### src/rtl/spi_ahb_fifo_bridge_pkg.sv
// Shared register offsets, STAT/CTRL bit positions and FSM encodings for the AHB-to-SPI bridge.
// Imported by the bridge top level; contains no logic of its own.
package spi_bridge_pkg;

  localparam logic [15:0] OFF_DATA = 16'h0000;
  localparam logic [15:0] OFF_STAT = 16'h0004;
  localparam logic [15:0] OFF_CTRL = 16'h0008;

  localparam int STAT_TX_EMPTY = 0;
  localparam int STAT_TX_FULL  = 1;
  localparam int STAT_RX_EMPTY = 2;
  localparam int STAT_RX_FULL  = 3;
  localparam int STAT_BUSY     = 4;
  localparam int STAT_TX_OVF   = 8;
  localparam int STAT_RX_OVF   = 9;
  localparam int STAT_RX_UDF   = 10;
  localparam int STAT_CNT_LSB  = 16;

  localparam int CTRL_EN       = 0;
  localparam int CTRL_TX_FLUSH = 1;
  localparam int CTRL_RX_FLUSH = 2;
  localparam int CTRL_IRQ_LSB  = 8;

  typedef enum logic [1:0] {
    ST_IDLE = 2'd0,
    ST_REQ  = 2'd1,
    ST_BUSY = 2'd2
  } spi_state_e;

  typedef enum logic [1:0] {
    REG_DATA = 2'd0,
    REG_STAT = 2'd1,
    REG_CTRL = 2'd2,
    REG_NONE = 2'd3
  } reg_sel_e;

  function automatic reg_sel_e decode_off(input logic [15:0] off);
    case (off)
      OFF_DATA: return REG_DATA;
      OFF_STAT: return REG_STAT;
      OFF_CTRL: return REG_CTRL;
      default:  return REG_NONE;
    endcase
  endfunction

endpackage

### src/rtl/spi_ahb_fifo_bridge_if.sv
// AHB-lite slave-side signal bundle for the bridge register window.
// master drives the address/data phases, slave returns registered read data.
interface spi_ahb_fifo_bridge_if;
  logic        hsel;
  logic        hwrite;
  logic [31:0] haddr;
  logic [31:0] hwdata;
  logic [31:0] hrdata;

  modport master (output hsel, hwrite, haddr, hwdata, input hrdata);
  modport slave  (input hsel, hwrite, haddr, hwdata, output hrdata);
endinterface

### src/rtl/spi_ahb_fifo_bridge_fifo.sv
// Generic synchronous FIFO with flush; read data is the head entry (combinational, 0-cycle).
// A push while full is accepted only if a pop or flush frees room the same cycle; otherwise drop pulses.
module sync_fifo #(
  parameter int W     = 8,
  parameter int DEPTH = 8
) (
  input  logic                     clk,
  input  logic                     rst_n,
  input  logic                     flush,
  input  logic                     push,
  input  logic [W-1:0]             wdat,
  input  logic                     pop,
  output logic [W-1:0]             rdat,
  output logic                     full,
  output logic                     empty,
  output logic [$clog2(DEPTH):0]   count,
  output logic                     drop
);
  localparam int AW = $clog2(DEPTH);
  localparam int CW = AW + 1;

  logic [W-1:0]  mem [DEPTH];
  logic [AW-1:0] rd_ptr, wr_ptr, waddr;
  logic [CW-1:0] cnt;
  logic          do_push, do_pop;

  assign empty   = (cnt == '0);
  assign full    = (cnt == CW'(DEPTH));
  assign count   = cnt;
  assign rdat    = mem[rd_ptr];
  assign do_pop  = pop && !empty && !flush;
  assign do_push = push && (!full || pop || flush);
  assign drop    = push && !do_push;
  // A flush coinciding with a push keeps the new word as the sole entry.
  assign waddr   = flush ? '0 : wr_ptr;

  always_ff @(posedge clk) begin
    if (do_push) mem[waddr] <= wdat;
  end

  always_ff @(posedge clk or negedge rst_n) begin
    if (!rst_n) begin
      rd_ptr <= '0;
      wr_ptr <= '0;
      cnt    <= '0;
    end else if (flush) begin
      rd_ptr <= '0;
      wr_ptr <= do_push ? AW'(1) : '0;
      cnt    <= do_push ? CW'(1) : '0;
    end else begin
      if (do_push) wr_ptr <= wr_ptr + AW'(1);
      if (do_pop)  rd_ptr <= rd_ptr + AW'(1);
      case ({do_push, do_pop})
        2'b10:   cnt <= cnt + CW'(1);
        2'b01:   cnt <= cnt - CW'(1);
        default: cnt <= cnt;
      endcase
    end
  end

endmodule

### src/rtl/spi_ahb_fifo_bridge.sv
// AHB register window feeding an SPI master core through TX/RX FIFOs, with sticky errors and irq.
// Reads return in the data phase; writes commit one cycle after the address phase; SPI word start costs 1 clk.
module spi_ahb_fifo_bridge
  import spi_bridge_pkg::*;
#(
  parameter int          DATA_W    = 8,
  parameter int          TX_DEPTH  = 8,
  parameter int          RX_DEPTH  = 8,
  parameter logic [15:0] ADDR_BASE = 16'h0000
) (
  input  logic                  clk,
  input  logic                  rst_n,
  spi_ahb_fifo_bridge_if.slave  bus,
  input  logic [DATA_W-1:0]     spi_data_out,
  input  logic                  spi_busy,
  output logic [DATA_W-1:0]     spi_data_in,
  output logic                  spi_ready_send,
  output logic                  irq
);
  localparam int TCW = $clog2(TX_DEPTH) + 1;
  localparam int RCW = $clog2(RX_DEPTH) + 1;

  // Address phase
  logic [15:0] a_off;
  reg_sel_e    a_sel;
  logic        rd_now, rx_pop_req;

  // Data phase
  logic     wr_pend;
  reg_sel_e wr_sel;
  logic     wr_data, wr_stat, wr_ctrl;

  logic       enable;
  logic [2:0] irq_en;
  logic       tx_ovf, rx_ovf, rx_udf;
  logic       tx_flush, rx_flush;

  logic [DATA_W-1:0] tx_rdat, rx_rdat;
  logic              tx_full, tx_empty, tx_drop, tx_pop;
  logic              rx_full, rx_empty, rx_drop, rx_push;
  logic [TCW-1:0]    tx_count_unused;
  logic [RCW-1:0]    rx_count;

  logic [31:0] stat_word, ctrl_word, rd_val;
  logic        unused_bits;

  spi_state_e state, state_d;
  logic       ready_d, load;

  assign a_off      = bus.haddr[15:0] - ADDR_BASE;
  assign a_sel      = decode_off(a_off);
  assign rd_now     = bus.hsel && !bus.hwrite;
  assign rx_pop_req = rd_now && (a_sel == REG_DATA);

  assign wr_data  = wr_pend && (wr_sel == REG_DATA);
  assign wr_stat  = wr_pend && (wr_sel == REG_STAT);
  assign wr_ctrl  = wr_pend && (wr_sel == REG_CTRL);
  assign tx_flush = wr_ctrl && bus.hwdata[CTRL_TX_FLUSH];
  assign rx_flush = wr_ctrl && bus.hwdata[CTRL_RX_FLUSH];

  assign unused_bits = ^{bus.haddr[31:16], bus.hwdata};

  sync_fifo #(.W(DATA_W), .DEPTH(TX_DEPTH)) u_tx_fifo (
    .clk   (clk),
    .rst_n (rst_n),
    .flush (tx_flush),
    .push  (wr_data),
    .wdat  (bus.hwdata[DATA_W-1:0]),
    .pop   (tx_pop),
    .rdat  (tx_rdat),
    .full  (tx_full),
    .empty (tx_empty),
    .count (tx_count_unused),
    .drop  (tx_drop)
  );

  sync_fifo #(.W(DATA_W), .DEPTH(RX_DEPTH)) u_rx_fifo (
    .clk   (clk),
    .rst_n (rst_n),
    .flush (rx_flush),
    .push  (rx_push),
    .wdat  (spi_data_out),
    .pop   (rx_pop_req),
    .rdat  (rx_rdat),
    .full  (rx_full),
    .empty (rx_empty),
    .count (rx_count),
    .drop  (rx_drop)
  );

  always_comb begin
    stat_word                       = '0;
    stat_word[STAT_TX_EMPTY]        = tx_empty;
    stat_word[STAT_TX_FULL]         = tx_full;
    stat_word[STAT_RX_EMPTY]        = rx_empty;
    stat_word[STAT_RX_FULL]         = rx_full;
    stat_word[STAT_BUSY]            = spi_busy || spi_ready_send || !tx_empty;
    stat_word[STAT_TX_OVF]          = tx_ovf;
    stat_word[STAT_RX_OVF]          = rx_ovf;
    stat_word[STAT_RX_UDF]          = rx_udf;
    stat_word[STAT_CNT_LSB +: 8]    = 8'(rx_count);
  end

  always_comb begin
    ctrl_word                       = '0;
    ctrl_word[CTRL_EN]              = enable;
    ctrl_word[CTRL_IRQ_LSB +: 3]    = irq_en;
  end

  // An empty-FIFO DATA read returns zero rather than a stale head entry.
  always_comb begin
    rd_val = '0;
    case (a_sel)
      REG_DATA: if (!rx_empty) rd_val[DATA_W-1:0] = rx_rdat;
      REG_STAT: rd_val = stat_word;
      REG_CTRL: rd_val = ctrl_word;
      default:  rd_val = '0;
    endcase
  end

  always_ff @(posedge clk or negedge rst_n) begin
    if (!rst_n) begin
      wr_pend    <= 1'b0;
      wr_sel     <= REG_NONE;
      bus.hrdata <= '0;
      enable     <= 1'b0;
      irq_en     <= '0;
      tx_ovf     <= 1'b0;
      rx_ovf     <= 1'b0;
      rx_udf     <= 1'b0;
    end else begin
      wr_pend <= bus.hsel && bus.hwrite;
      wr_sel  <= a_sel;
      if (rd_now) bus.hrdata <= rd_val;
      if (wr_ctrl) begin
        enable <= bus.hwdata[CTRL_EN];
        irq_en <= bus.hwdata[CTRL_IRQ_LSB +: 3];
      end
      // New errors win over a same-cycle write-1-to-clear.
      tx_ovf <= tx_drop | (tx_ovf & ~(wr_stat & bus.hwdata[STAT_TX_OVF]));
      rx_ovf <= rx_drop | (rx_ovf & ~(wr_stat & bus.hwdata[STAT_RX_OVF]));
      rx_udf <= (rx_pop_req & rx_empty) |
                (rx_udf & ~(wr_stat & bus.hwdata[STAT_RX_UDF]));
    end
  end

  assign irq = (irq_en[0] & tx_empty) |
               (irq_en[1] & !rx_empty) |
               (irq_en[2] & (tx_ovf | rx_ovf | rx_udf));

  always_comb begin
    state_d = state;
    ready_d = spi_ready_send;
    tx_pop  = 1'b0;
    rx_push = 1'b0;
    load    = 1'b0;
    case (state)
      ST_IDLE: begin
        if (enable && !tx_empty && !spi_busy) begin
          tx_pop  = 1'b1;
          load    = 1'b1;
          ready_d = 1'b1;
          state_d = ST_REQ;
        end
      end
      ST_REQ: begin
        if (spi_busy) begin
          ready_d = 1'b0;
          state_d = ST_BUSY;
        end
      end
      ST_BUSY: begin
        if (!spi_busy) begin
          rx_push = 1'b1;
          state_d = ST_IDLE;
        end
      end
      default: begin
        ready_d = 1'b0;
        state_d = ST_IDLE;
      end
    endcase
  end

  always_ff @(posedge clk or negedge rst_n) begin
    if (!rst_n) begin
      state          <= ST_IDLE;
      spi_ready_send <= 1'b0;
      spi_data_in    <= '0;
    end else begin
      state          <= state_d;
      spi_ready_send <= ready_d;
      if (load) spi_data_in <= tx_rdat;
    end
  end

endmodule

### src/flat_wrapper.sv
// flat-port wrapper written by rule: the top's interface ports become plain ports
module spi_ahb_fifo_bridge_flat import spi_bridge_pkg::*;
#(
  parameter int          DATA_W    = 8,
  parameter int          TX_DEPTH  = 8,
  parameter int          RX_DEPTH  = 8,
  parameter logic [15:0] ADDR_BASE = 16'h0000
)
  (clk, rst_n, spi_data_out, spi_busy, spi_data_in, spi_ready_send, irq, bus_hsel, bus_hwrite, bus_haddr, bus_hwdata, bus_hrdata);
  spi_ahb_fifo_bridge_if bus_i ();
  input  logic clk;
  input  logic rst_n;
  input  logic [DATA_W-1:0] spi_data_out;
  input  logic spi_busy;
  output logic [DATA_W-1:0] spi_data_in;
  output logic spi_ready_send;
  output logic irq;
  input wire logic [$bits(bus_i.hsel)-1:0] bus_hsel;
  input wire logic [$bits(bus_i.hwrite)-1:0] bus_hwrite;
  input wire logic [$bits(bus_i.haddr)-1:0] bus_haddr;
  input wire logic [$bits(bus_i.hwdata)-1:0] bus_hwdata;
  output wire logic [$bits(bus_i.hrdata)-1:0] bus_hrdata;
  assign bus_i.hsel = bus_hsel;
  assign bus_i.hwrite = bus_hwrite;
  assign bus_i.haddr = bus_haddr;
  assign bus_i.hwdata = bus_hwdata;
  assign bus_hrdata = bus_i.hrdata;
  spi_ahb_fifo_bridge #(.DATA_W(DATA_W), .TX_DEPTH(TX_DEPTH), .RX_DEPTH(RX_DEPTH), .ADDR_BASE(ADDR_BASE)) u_core (.clk(clk), .rst_n(rst_n), .bus(bus_i), .spi_data_out(spi_data_out), .spi_busy(spi_busy), .spi_data_in(spi_data_in), .spi_ready_send(spi_ready_send), .irq(irq));
endmodule
### config.mk
export PLATFORM = sky130hd
export DESIGN_NAME = spi_ahb_fifo_bridge_flat
export DESIGN_NICKNAME = d
export VERILOG_FILES = /design/src/rtl/spi_ahb_fifo_bridge_pkg.sv /design/src/rtl/spi_ahb_fifo_bridge_if.sv /design/src/rtl/spi_ahb_fifo_bridge_fifo.sv /design/src/rtl/spi_ahb_fifo_bridge.sv /design/src/flat_wrapper.sv
export SDC_FILE = /design/constraint.sdc
export NUM_CORES = 1
export LEC_CHECK = 0
export BUFFER_PORTS_ARGS = -buffer_cell sky130_fd_sc_hd__buf_4
export CAP_MARGIN = 40
export CORE_ASPECT_RATIO = 0.7
export CORE_MARGIN = 1.5
export CORE_UTILIZATION = 40
export DETAILED_ROUTE_END_ITERATION = 12
export PLACE_DENSITY = 0.64
export SLEW_MARGIN = 10
export SYNTH_ARGS = -nofsm -noshare
export SYNTH_HDL_FRONTEND = slang
export SYNTH_SLANG_ARGS = --single-unit
### constraint.sdc
create_clock -name clk -period 5.28 [get_ports clk]
set_clock_uncertainty 0.15 [all_clocks]
set_input_delay 0.792 -clock clk [delete_from_list [all_inputs] [get_ports clk]]
set_output_delay 0.792 -clock clk [all_outputs]
set_load 0.02 [all_outputs]
# Word-level counts from Yosys, hierarchy flattened
# Memories as Yosys holds them, arrays and structs flattened. A register that Yosys moved wholly into a read port is not among the register bits.
# Cells that the tools add are included.
[op_classes]
div_mod_pow = 0
muxes = 37
reduce_logical = 49
addsub = 8
magnitude_cmp = 0
n_eq_ne = 17
bitwise_logic = 21
mul = 0
shift = 0
[op_table]
columns = ["op", "n"]
rows = [
  ["$mux W3", 10],
  ["$pmux W12 S2", 1],
  ["$pmux W8 S3", 1],
  ["$logic_and A1 B1 Y1", 18],
  ["$eq A16 B3 Y1 const B", 1],
  ["$eq A16 B4 Y1 const B", 1],
  ["$logic_not A16 Y1", 1],
  ["$pmux W4 S2", 2],
  ["$mux W1", 14],
  ["$add A3 B1 Y3 const B", 4],
  ["$pmux W2 S3", 2],
  ["$logic_not A1 Y1", 11],
  ["$and A1 B1 Y1", 10],
  ["$eq A2 B1 Y1 const B", 5],
  ["$eq A2 B2 Y1 const B", 5],
  ["$add A4 B1 Y4 const B", 2],
  ["$eq A4 B4 Y1 const B", 2],
  ["$logic_not A4 Y1", 2],
  ["$mux W4", 2],
  ["$mux W8", 1],
  ["$reduce_bool A2 Y1", 4],
  ["$sub A4 B1 Y4 const B", 2],
  ["$or A1 B1 Y1", 7],
  ["$logic_not A2 Y1", 3],
  ["8 further kinds", 21],
]
[totals]
in_bits = 77
register_bits = 65
mem_bits_ro = 0
latch_bits = 0
memories = 2
ramBits = 128
out_inout_bits = 42
[memory_table]
columns = ["name", "depth", "width", "rd", "rd_ports_with_merged_regs", "write_ports", "line_no", "source"]
rows = [
  ["u_core.u_rx_fifo.mem", 8, 8, 1, 0, 1, "spi_ahb_fifo_bridge_fifo.sv:22", "logic [W-1:0] mem [DEPTH];"],
  ["u_core.u_tx_fifo.mem", 8, 8, 1, 1, 1, "spi_ahb_fifo_bridge_fifo.sv:22", ""],
]

# Logic depth before layout (Yosys ltp)
[depth]
word_depth = 12
mapped_depth = 17

# Hierarchy
# A second synthesis with hierarchy kept.
[unflattened]
cells_unflattened = 517
hier_area_um2 = 8166.6
[modules_own_cells]
columns = ["mod", "n_inst", "area_each_um2", "cells_per_inst"]
rows = [
  ["sync_fifo at u_core.u_tx_fifo", 1, 3149.3, 177],
  ["sync_fifo at u_core.u_rx_fifo", 1, 3135.5, 173],
  ["spi_ahb_fifo_bridge", 1, 1881.8, 167],
]

# Least setup slack after synthesis
# OpenSTA, ideal clock, no wires.
[synth_timing]
path_kind = "in2reg"
from = "input port bus_haddr[10]"
to = "register u_core.u_rx_fifo.cnt[3], in the netlist u_core.u_rx_fifo.count[3]"
slack_ns = 1.387
arrival_ns = 3.612
n_path_buf = 1
stages = 14
setup_ns = 0.132
required_time_ns = 4.998
path_cell_list = "nor4_2 -> and4_1 -> nand3b_1 -> ha_1 -> a21oi_1 -> o211ai_1 -> buf_2 -> nor2_1 -> ha_1 -> ha_1 -> a31o_2 -> a221oi_1 -> xnor2_1 -> nor2_1"
[synth_between]
elab_chain_len = 10
word_cells_on_any_way = 16
cone_classes = "eq/ne: 4; mux: 3; reduce/logical: 9"
[synth_rtl]
columns = ["element", "line_no", "source"]
rows = [
  ["from (decl)", "flat_wrapper.sv:20", "input wire logic [$bits(bus_i.haddr)-1:0] bus_haddr;"],
  ["$eq A16 B4 Y1, or another cell as far along", "spi_ahb_fifo_bridge_pkg.sv:38", "case (off)"],
  ["$pmux W2 S3 (*)", "spi_ahb_fifo_bridge_pkg.sv:38", ""],
  ["$logic_not A2 Y1 (*)", "spi_ahb_fifo_bridge.sv:53", "assign rx_pop_req = rd_now && (a_sel == REG_DATA);"],
  ["$logic_and A1 B1 Y1 (*)", "spi_ahb_fifo_bridge.sv:53", ""],
  ["$logic_or A1 B1 Y1 (2 in a row)", "spi_ahb_fifo_bridge_fifo.sv:32", "assign do_push = push && (!full || pop || flush);"],
  ["$logic_and A1 B1 Y1", "spi_ahb_fifo_bridge_fifo.sv:32", ""],
  ["$eq A2 B1 Y1 or $eq A2 B2 Y1 (tied branches)", "spi_ahb_fifo_bridge_fifo.sv:53", "case ({do_push, do_pop})"],
  ["$pmux W4 S2", "spi_ahb_fifo_bridge_fifo.sv:53", ""],
  ["$mux W4", "spi_ahb_fifo_bridge_fifo.sv:46", "end else if (flush) begin"],
  ["to (signal assigned)", "spi_ahb_fifo_bridge_fifo.sv:49", "cnt <= do_push ? CW'(1) : '0;"],
  ["to (signal assigned)", "spi_ahb_fifo_bridge_fifo.sv:54", "2'b10: cnt <= cnt + CW'(1);"],
  ["to (signal assigned)", "spi_ahb_fifo_bridge_fifo.sv:55", "2'b01: cnt <= cnt - CW'(1);"],
  ["to (decl)", "spi_ahb_fifo_bridge_fifo.sv:24", "logic [CW-1:0] cnt;"],
]
# Mark *: on every way between the ends. The rest lies on a longest branch, timed or not.
# A chain may end at the register's enable or synchronous reset.

# Worst setup path after layout
[layout_timing]
from = "input port bus_haddr[7]"
to = "register u_core.u_rx_fifo.cnt[3], in the netlist u_core.u_rx_fifo.count[3]"
# Same word-level chain as after synthesis.

==> results_tabular.tex <==
\begin{tabular}{lr}
\hline
Metric & Value \\
\hline
\multicolumn{2}{l}{\textbf{Detailed routing}} \\
Number of search-and-repair iterations in the first detailed-routing pass & 4 \\
Remaining antenna violation count after routing & 0 \\
Avg WL per Cell & 18.0 um \\
Total DRC errors in the routed layout & 0 \\
Drt total wl & 15,600 um \\
Via density per instance & 5.12 \\
Initial DRC count & a little under 200 \\
Vias after detailed routing & approximately 4,400 \\
\multicolumn{2}{l}{\textbf{Global routing}} \\
Global routing usage on met2 & 25.6\% \\
Global-route wire length before repair & about 24,000 um \\
All-layer global routing usage & 16.1\% \\
Met3 track demand over resource in global routing & between 4 and 5\% \\
Total grt overflow & 0 \\
Maximum number of pins on one net before global-route repair & 57 \\
Global route hottest layer & met2 \\
Number of global-route vias before repair & about 4,400 \\
Global routing met1 resource utilization & between 20\% and 30\% \\
Number of antenna violations at the first check in global routing & 0 \\
\multicolumn{2}{l}{\textbf{STA}} \\
Final setup violation count & 0 \\
Normalized max-slew margin & 40.3\% \\
Maximum clock frequency & around 250 MHz \\
Hold Slack & $\sim$0.3 ns \\
Number of pins exceeding their max-slew limit in the final report & 0 \\
Shortest clock period the worst path allows after layout & approximately 4.0 ns \\
RSZ-0062 raised after global routing & false \\
Worst Tran Pin Value & 0.892 ns \\
Final clock period utilization by the worst path & between 70\% and 80\% \\
Final hold vios & 0 \\
Aggregate negative setup slack & 0 ns \\
\multicolumn{2}{l}{\textbf{Worst setup path}} \\
Data arrival time of the critical path & just over 4 ns \\
Kind of critical path & input port to flip-flop \\
Cell at the slowest stage of the critical path & sky130\_fd\_sc\_hd\_\_ha\_1 \\
Worst-case reg-to-reg path depth & 14 \\
Crit path top cell by count & sky130\_fd\_sc\_hd\_\_ha\_1 \\
Critical path fanouts, max & 10 \\
Delay of the slowest critical-path stage & $\sim$0.35 ns \\
Endpoint required time on the critical path & $\sim$5.4 ns \\
Worst reg2reg path endpoint & u\_core.u\_rx\_fifo.count[3] \\
Launching point of the worst reg2reg path & u\_core.wr\_sel[1] \\
Register-to-register path setup slack & $\sim$1.8 ns \\
Worst Setup End Kind & flip-flop \\
Series of cell instances along the critical path & buf\_4, nor4\_2, and4\_1, nand3b\_1, ha\_1, a21oi\_1, o21ai\_2, a21boi\_4, inv\_2, ha\_1, ha\_1, a31oi\_1, o21bai\_1, a221oi\_1, xnor2\_1, nor2\_1 \\
Worst setup SP type & input port \\
\multicolumn{2}{l}{\textbf{Clock network}} \\
Cell at the root of the clock tree & sky130\_fd\_sc\_hd\_\_clkbuf\_16 \\
Clock Sink Count & approximately 180 \\
Number of cells upsized or downsized after cts & 0 \\
Clock insertion delay at the later pin of the skew report & roughly 0.42 ns \\
Cts-stage hold buffer count & 0 \\
Number of buffers on the longest clock path & 2 \\
Number of buffers added by the clock tree synthesis step & 17 \\
Clock Pin Slew Worst Setup and Hold Paths & about 0.070 ns \\
Post-CTS Repair Setup Buffers & 0 \\
H-tree levels & 4 \\
Clock tree from TritonCTS & yes \\
\multicolumn{2}{l}{\textbf{Run}} \\
Total of max-cap violations & 0 \\
\multicolumn{2}{l}{\textbf{Min path}} \\
HP Class & input port to async pin \\
\multicolumn{2}{l}{\textbf{Placed design}} \\
Number of buffers inserted by port buffering & 64 \\
Final estimated routing congestion in global placement & roughly 0.8 \\
Placed wire-length estimate & about 11,000 um \\
\multicolumn{2}{l}{\textbf{Synthesis}} \\
Post-synth top flop & sky130\_fd\_sc\_hd\_\_edfxtp\_1 \\
Number of enable flip-flop cells after synthesis & 128 \\
Register bit count reported by yosys & 184 \\
Fraction of registers with async set or reset after synthesis & between 30\% and 40\% \\
Post-Syn Area & 0.00785 mm\^{}2 \\
Yosys warns & 0 \\
Number of distinct standard cells referenced by the synthesized netlist & 58 \\
Sequential element share of the synthesized area & approximately two thirds \\
Number of standard cells after synthesis & about 500 \\
Syn\_area\_per\_cell & $\sim$15 um\^{}2 \\
\multicolumn{2}{l}{\textbf{Power and ir drop}} \\
Worst vdd ir & approximately 170 uV \\
Areal power density over the cells & 319 mW/mm\^{}2 \\
Leakage & between 3 and 4 nW \\
\multicolumn{2}{l}{\textbf{Finish}} \\
Proportion of layout cells with a drive suffix above 1 & $\sim$28\% \\
Final Util & between 40 and 50\% \\
Area added between synthesis and finish & 18.5\% \\
Area taken by multi-input logic gates & around 0.0024 mm\^{}2 \\
Final-layout fill cell count & 1,663 \\
Storage element area & between 0.005 and 0.006 mm\^{}2 \\
Leading cell type in the layout, fill and taps excluded & sky130\_fd\_sc\_hd\_\_edfxtp\_1 \\
Post-layout nets & slightly below 700 \\
Top library cells by usage in the layout, fill and taps aside & 128 x sky130\_fd\_sc\_hd\_\_edfxtp\_1, 82 x sky130\_fd\_sc\_hd\_\_buf\_4, 54 x sky130\_fd\_sc\_hd\_\_dfrtp\_1 \\
Antenna diodes & 0 \\
\multicolumn{2}{l}{\textbf{Die}} \\
Initial standard-cell utilization of the core & between 40\% and 50\% \\
Core area & between 0.015 and 0.02 mm\^{}2 \\
FP Rows & 42 \\
Area enclosed by the die boundary & between 0.02 and 0.025 mm\^{}2 \\
Count of boundary I/O pins & 119 \\
Die W & 170 um \\
Die extent in y & roughly 120 um \\
\multicolumn{2}{l}{\textbf{Run status}} \\
Run status & completed \\
\hline
\end{tabular}
logic make-up (layout without fill, tap and decap cells):
family	Yosys count	in the layout	synth area share [%]
adder cells (fa/ha/maj)	15	15	2.49
AND/OR/NAND/NOR	130	130	8.38
XOR/XNOR	14	14	1.56
AO/OA/AOI/OAI	64	64	5.37
flip-flops	184	184	66.8
multiplexers	56	56	12.3
other	1	17	0.0478
buffers and inverters	44	121	3.01
per-layer routing:
| layer | wire length, um | up-vias | share of wire [%] |
|---|---|---|---|
| met4 | 134 | 0 | 0.86 |
| met1 | 7390 | 2249 | 47 |
| met2 | 7330 | 107 | 47 |
| met5 | 0 | - | 0 |
| li1 | - | 2062 | - |
| met3 | 731 | 9 | 4.7 |
cell usage after synthesis, drive strengths merged, types with 2 or more instances:
cell type  count  area [um^2]
o221ai         3         26.3
or3            6         37.5
nand3         11         55.1
xnor2          5         43.8
edfxtp       128         3840
nor2b          4         25.0
clkbuf        13         48.8
ha            14          175
a21oi         24          120
mux2           5         56.3
dfstp          2         52.6
xor2           9         78.8
mux4          32          721
nand2b         2         12.5
nor2          36          135
nor3          14         75.1
mux2i         19          190
nor4           7         77.6
dfrtp         54         1350
buf           26          169
a22oi          3         22.5
o211ai         4         30.0
nor4b          2         17.5
o21ai         15         90.1
nand2         37          141
a21o           2         15.0
nor3b          3         22.5
inv            5         18.8
and2           4         25.0
worst max-delay path by stage:
stage / slack, ns / to / startpoint
6_report: 1.28 / u_core.u_rx_fifo.count[3] / bus_haddr[7]
5_1_grt: 1.00 / u_core.u_rx_fifo.count[3] / bus_haddr[7]
4_1_cts: 1.32 / u_core.u_rx_fifo.count[3] / bus_haddr[7]
3_5_place_dp: 0.87 / u_core.u_rx_fifo.count[3] / bus_haddr[7]
3_3_place_gp: 0.94 / u_core.u_rx_fifo.count[3] / bus_haddr[7]
2_1_floorplan: 1.39 / u_core.u_rx_fifo.count[3] / bus_haddr[10]
state kept, by name (all words and copies together), names as in the netlist:
register / cells
u_core.bus.hrdata: 15
u_core.enable: 1
u_core.u_rx_fifo.mem: 64
u_core.u_tx_fifo.rd_ptr: 3
u_core.wr_pend: 1
u_core.u_rx_fifo.wr_ptr: 3
u_core.u_tx_fifo.wr_ptr: 3
u_core.wr_sel: 2
u_core.tx_ovf: 1
u_core.u_rx_fifo.rd_ptr: 3
u_core.u_tx_fifo.mem: 64
u_core.u_rx_fifo.count: 4
u_core.rx_ovf: 1
u_core.spi_data_in: 8
u_core.u_tx_fifo.count: 4
u_core.irq_en: 3
u_core.spi_ready_send: 1
u_core.rx_udf: 1
u_core.state: 2
stage by stage:
step	instance area, um^2	instances	power, mW	setup WS (ns)
detailed placement	8710	832	1.73	0.873
floorplan	7910	524	1.67	1.39
global placement	8620	826	1.72	0.944
finish	9310	865	2.97	1.28
global route	9310	865	3.06	1.00
CTS	9300	864	3.00	1.32
area by class of cell:
cell class              instances  share of cell area [%]
flip-flops and latches        184                    56.4
clock buffers                  19                    4.65
repair buffers                 84                    7.20
well taps                     264                    3.55
multi-input cells             296                    26.3
inverters                       5                   0.202
clock inverters                13                    1.72
critical path, delay by kind of cell:
family / cells / cell delay [ns]
AO/OA/AOI/OAI: 6 / 1.25
adder cells (fa/ha/maj): 3 / 0.89
XOR/XNOR: 1 / 0.16
buffers and inverters: 2 / 0.24
AND/OR/NAND/NOR: 4 / 0.81
report_power, final:
group          total, mW  switching (mW)  internal [mW]
clock               1.27           0.555          0.714
sequential          1.57          0.0173           1.56
combinational      0.125          0.0743         0.0508
total               2.97           0.646           2.32
No activity file was read; power rests on OpenSTA's default activity.
